==> src/rtl/multicycle_controller.sv <==
// ============================================================================
// Module   : multicycle_controller
// Brief    : Main control FSM of the multi-cycle RV32I core with a shared
//            instruction/data memory port.
// Revision : 1.0 - initial release
// ============================================================================
`default_nettype none

module multicycle_controller (
  input  logic       clk_i,
  input  logic       rst_i,
  input  logic [6:0] op_code_i,
  input  logic       zero_i,
  input  logic       mem_ready_i,
  output logic       mem_req_o,
  output logic       mem_we_o,
  output logic       addr_src_o,
  output logic       ir_wr_o,
  output logic       pc_wr_o,
  output logic       reg_wr_en_o,
  output logic [1:0] alu_src_a_o,
  output logic [1:0] alu_src_b_o,
  output logic [1:0] alu_op_o,
  output logic [1:0] result_src_o,
  output logic       branch_o,
  output logic       retire_o,
  output logic       illegal_o,
  output logic [3:0] state_o
);

  localparam logic [6:0] OP_LOAD   = 7'b0000011;
  localparam logic [6:0] OP_STORE  = 7'b0100011;
  localparam logic [6:0] OP_RTYPE  = 7'b0110011;
  localparam logic [6:0] OP_ITYPE  = 7'b0010011;
  localparam logic [6:0] OP_BRANCH = 7'b1100011;
  localparam logic [6:0] OP_JAL    = 7'b1101111;

  typedef enum logic [3:0] {
    S_FETCH     = 4'd0,
    S_DECODE    = 4'd1,
    S_MEM_ADDR  = 4'd2,
    S_MEM_READ  = 4'd3,
    S_MEM_WB    = 4'd4,
    S_MEM_WRITE = 4'd5,
    S_EXEC_R    = 4'd6,
    S_EXEC_I    = 4'd7,
    S_ALU_WB    = 4'd8,
    S_BRANCH    = 4'd9,
    S_JAL       = 4'd10,
    S_TRAP      = 4'd11
  } state_e;

  state_e state_q, state_d;

  always_ff @(posedge clk_i) begin
    if (rst_i) state_q <= S_FETCH;
    else       state_q <= state_d;
  end

  always_comb begin
    state_d = state_q;
    case (state_q)
      S_FETCH:     if (mem_ready_i) state_d = S_DECODE;
      S_DECODE: begin
        case (op_code_i)
          OP_LOAD, OP_STORE: state_d = S_MEM_ADDR;
          OP_RTYPE:          state_d = S_EXEC_R;
          OP_ITYPE:          state_d = S_EXEC_I;
          OP_BRANCH:         state_d = S_BRANCH;
          OP_JAL:            state_d = S_JAL;
          default:           state_d = S_TRAP;
        endcase
      end
      // Opcode changing between DECODE and here is treated as illegal.
      S_MEM_ADDR: begin
        if (op_code_i == OP_LOAD)       state_d = S_MEM_READ;
        else if (op_code_i == OP_STORE) state_d = S_MEM_WRITE;
        else                            state_d = S_TRAP;
      end
      S_MEM_READ:  if (mem_ready_i) state_d = S_MEM_WB;
      S_MEM_WB:    state_d = S_FETCH;
      S_MEM_WRITE: if (mem_ready_i) state_d = S_FETCH;
      S_EXEC_R:    state_d = S_ALU_WB;
      S_EXEC_I:    state_d = S_ALU_WB;
      S_ALU_WB:    state_d = S_FETCH;
      S_BRANCH:    state_d = S_FETCH;
      S_JAL:       state_d = S_ALU_WB;
      S_TRAP:      state_d = S_TRAP;
      default:     state_d = S_TRAP;
    endcase
  end

  // Outputs decode the state register; reset masks everything to zero.
  always_comb begin
    mem_req_o    = 1'b0;
    mem_we_o     = 1'b0;
    addr_src_o   = 1'b0;
    ir_wr_o      = 1'b0;
    pc_wr_o      = 1'b0;
    reg_wr_en_o  = 1'b0;
    alu_src_a_o  = 2'b00;
    alu_src_b_o  = 2'b00;
    alu_op_o     = 2'b00;
    result_src_o = 2'b00;
    branch_o     = 1'b0;
    retire_o     = 1'b0;
    illegal_o    = 1'b0;
    state_o      = 4'd0;
    if (!rst_i) begin
      state_o = state_q;
      case (state_q)
        S_FETCH: begin
          mem_req_o    = 1'b1;
          alu_src_b_o  = 2'b10;
          result_src_o = 2'b10;
          ir_wr_o      = mem_ready_i;
          pc_wr_o      = mem_ready_i;
        end
        S_DECODE: begin
          alu_src_a_o = 2'b01;
          alu_src_b_o = 2'b01;
        end
        S_MEM_ADDR: begin
          alu_src_a_o = 2'b10;
          alu_src_b_o = 2'b01;
        end
        S_MEM_READ: begin
          mem_req_o  = 1'b1;
          addr_src_o = 1'b1;
        end
        S_MEM_WB: begin
          result_src_o = 2'b01;
          reg_wr_en_o  = 1'b1;
          retire_o     = 1'b1;
        end
        S_MEM_WRITE: begin
          mem_req_o  = 1'b1;
          mem_we_o   = 1'b1;
          addr_src_o = 1'b1;
          retire_o   = mem_ready_i;
        end
        S_EXEC_R: begin
          alu_src_a_o = 2'b10;
          alu_op_o    = 2'b10;
        end
        S_EXEC_I: begin
          alu_src_a_o = 2'b10;
          alu_src_b_o = 2'b01;
          alu_op_o    = 2'b10;
        end
        S_ALU_WB: begin
          reg_wr_en_o = 1'b1;
          retire_o    = 1'b1;
        end
        S_BRANCH: begin
          alu_src_a_o = 2'b10;
          alu_op_o    = 2'b01;
          branch_o    = 1'b1;
          retire_o    = 1'b1;
          pc_wr_o     = zero_i;
        end
        S_JAL: begin
          alu_src_a_o = 2'b01;
          alu_src_b_o = 2'b10;
          pc_wr_o     = 1'b1;
        end
        S_TRAP:  illegal_o = 1'b1;
        default: ;
      endcase
    end
  end

endmodule

`default_nettype wire

==> config.mk <==
export PLATFORM = sky130hd
export DESIGN_NAME = multicycle_controller
export DESIGN_NICKNAME = d
export VERILOG_FILES = /design/src/rtl/multicycle_controller.sv
export SDC_FILE = /design/constraint.sdc
export NUM_CORES = 1
export LEC_CHECK = 0
export ABC_AREA = 0
export CORE_MARGIN = 2
export CORE_UTILIZATION = 40
export DETAILED_ROUTE_END_ITERATION = 6
export PLACE_DENSITY = 0.75
export SETUP_SLACK_MARGIN = 0.1
export SKIP_CTS_REPAIR_TIMING = 1
export SLEW_MARGIN = 20
export SYNTH_ARGS = -nofsm -noshare
export SYNTH_HDL_FRONTEND = slang
export SYNTH_SLANG_ARGS = --single-unit
==> constraint.sdc <==
create_clock -name clk_i -period 1.76 [get_ports clk_i]
set_input_delay 0.352 -clock clk_i [delete_from_list [all_inputs] [get_ports clk_i]]
set_output_delay 0.352 -clock clk_i [all_outputs]
set_load 0.005 [all_outputs]
==> metrics <==
outcome complete, but fails checks; failing checks negative setup slack; worst skew pair latency approximately 0.25 ns; TritonCTS clock tree done; Rows 15; hold_ws around 0.58 ns; Area Growth Syn to Fin 115%; ys async rst share 0%; Crit path top cell by count buf_6; most common flop cell mapped by yosys dfxtp_1; max_slew headroom just under 80%; DRT iter0 DRCs 44; worst setup margin -0.213 ns; CP delay by family, top buffers and inverters; final wirelength 3480 um; clock share of power about 6%; crit path max fanout 7; global route total overflow 0; vias in the first global route 940; DIE HEIGHT approximately 46 um; Non-Filler Instances ~190; DR pass1 iterations 4; number of synthesized flops with an enable pin 0; unrepaired setup endpoints after global routing true; Clock Tree Root clkbuf_4; Period minus WS final between 1.5 and 2 ns; Reg clk slew, reported paths around 0.040 ns; Largest stage delay, worst path about 0.37 ns; # DRC 0; Commonest cells post-synth 15 x nor3_1, 12 x nor2_1, 10 x a21oi_1, 9 x nor2b_1; Worst Path Required around 1.4 ns; Vias/cell a little over 6; top flop regs state_q x4; setup violators final 5; largest net degree at the start of global routing 15; clk sinks 4; Flop pwr share 10.2%; initial antenna violation count 0; Slowest-stage cell, CP dfxtp_4; Pwr Total around 2.1 mW; antenna cells 0; dominant cells by area after synthesis dfxtp_1 11%, nor3_1 11%, nor2b_1 8.0%; CP Data Arrival Time 1.62 ns; Die Area between 2000 and 2500 um^2; Place WS -0.613 ns; #FFs+latches synth 4; Mapped Area between 700 and 800 um^2; synth unique cells 36; nets 190; VDD IR-drop max 0.947 mV; IO buf count 31; Slew Viols, Final 0; Critical Path Start Type flip-flop; Cells after DPL 178; DIE WIDTH approximately 46 um; register name with the most flops state_q; Post-Route Utilization approximately 90%; Avg Cell Area, Syn between 6 and 7 um^2; Yosys warning count 0; I/O pin count 32; max reg flops 4; layout cells sized above 1 just over 50%; Least-Margin Pin Slew roughly 0.34 ns; clock skew 0.00253 ns; top cell type's share of synthesized area a little under an eighth; post-route clock period utilization 112%; CTS max path bufs 2; worst hold path type in2reg; PD cells around 1400 nW/um^2; Mapped Cells between 100 and 150; Comb pwr share around 84%; Final Hold Violating Endpoints 0; maxcap violations 0; register area share after synthesis 11.4%; CTS Buf Count 3; Yosys top cell by area dfxtp_1; Core ar. ~1700 um^2; H-tree levels 1; CP bufs+invs 4; Detail Route Antenna Nets 0; Area after DPL around 1200 um^2; first-pass GRT wire length 3800 um; Switching Fraction 44.5%; TNS Setup -0.643 ns; most numerous cell in the Yosys netlist nor3_1; Starting Density around two fifths; post-layout instance area roughly 1500 um^2; Setup CP Type reg2out; Final HPWL DP ~1900 um; cell chain of the critical path buf_8 -> buf_6 -> buf_6 -> xnor2_2 -> mux2i_1 -> nor3_1 -> dlymetal6s2s_1; Crit. End Element primary output; DR vias roughly 1200; static leakage between 0.8 and 0.9 nW; Final GP Congestion around 0.85; wire per inst between 15 and 20 um; Mapped Nets around 120; Pint approximately 1.2 mW; f_max about 0.5 GHz; total track usage around 25%; Psw between 0.9 and 1 mW
==> metal layers <==
layer / track usage (%) / vias to the layer above / wire length [um]
met5: 0 / - / 0
met3: 7.14 / 14 / 208
met1: 30.5 / 579 / 1360
met4: 7.43 / 0 / 95
li1: - / 530 / -
met2: 40.8 / 60 / 1820
==> logic make-up (layout without fill, tap and decap cells) <==
family	Yosys count	in the layout	share of synthesized area, %
buffers and inverters	17	87	12.1
and+or+nand+nor	57	57	44.4
DFF	4	4	11.4
muxes	1	1	1.43
AOI/OAI and AO/OA	25	25	25.8
xor gates and xnor gates	3	3	4.81
==> layout by cell type (no fill, tap or decap), types with 3 or more instances in the layout <==
cell and instances:
nand2b_1 3, nor3_2 4, dlymetal6s2s_1 13, clkbuf_4 3
clkbuf_2 3, clkdlybuf4s50_1 7, buf_4 40, nor3_1 10
buf_2 7, nor2_1 11, dfxtp_4 4, nor2b_1 6
a21oi_2 4, a21oi_1 6, buf_6 6, inv_1 5
==> worst reg2reg max path: stages (launching register included) <==
cell and delay (ns):
dfxtp_4 0.37, buf_8 0.14, buf_6 0.11, buf_6 0.12
xnor2_2 0.15, mux2i_1 0.13, buf_4 0.17, or3_4 0.32
o311ai_2 0.20
==> power by group through the flow <==
stage               sequential (mW)  clock [mW]  combinational [mW]
detailed placement            0.183           0                1.28
global placement              0.182           0                1.26
CTS                           0.182       0.120                1.29
finish                        0.213       0.124                1.74
floorplan                     0.140           0               0.713
global route                  0.218       0.134                1.83
==> cell type report <==
class / count / area [um^2]
multi-input combinational: 86 / 648
inverter: 5 / 18.8
clock buffer: 3 / 22.5
tap: 17 / 21.3
timing repair buffer: 79 / 701
sequential: 4 / 95.1
fill: 80 / 183
==> final timing paths <==
check / start / to / slack, ns / depth (start not counted)
setup / recovery: state_q[0]$_SDFFE_PP0P_ / mem_req_o / -0.21 / 7
hold / removal: op_code_i[4] / state_q[2]$_SDFFE_PP0P_ / 0.58 / 4
setup reg to reg: state_q[0]$_SDFFE_PP0P_ / state_q[2]$_SDFFE_PP0P_ / -0.04 / 8
hold reg to reg: state_q[0]$_SDFFE_PP0P_ / state_q[1]$_SDFFE_PP0P_ / 0.81 / 4
Note: power is estimated with default switching activity, not from simulation.
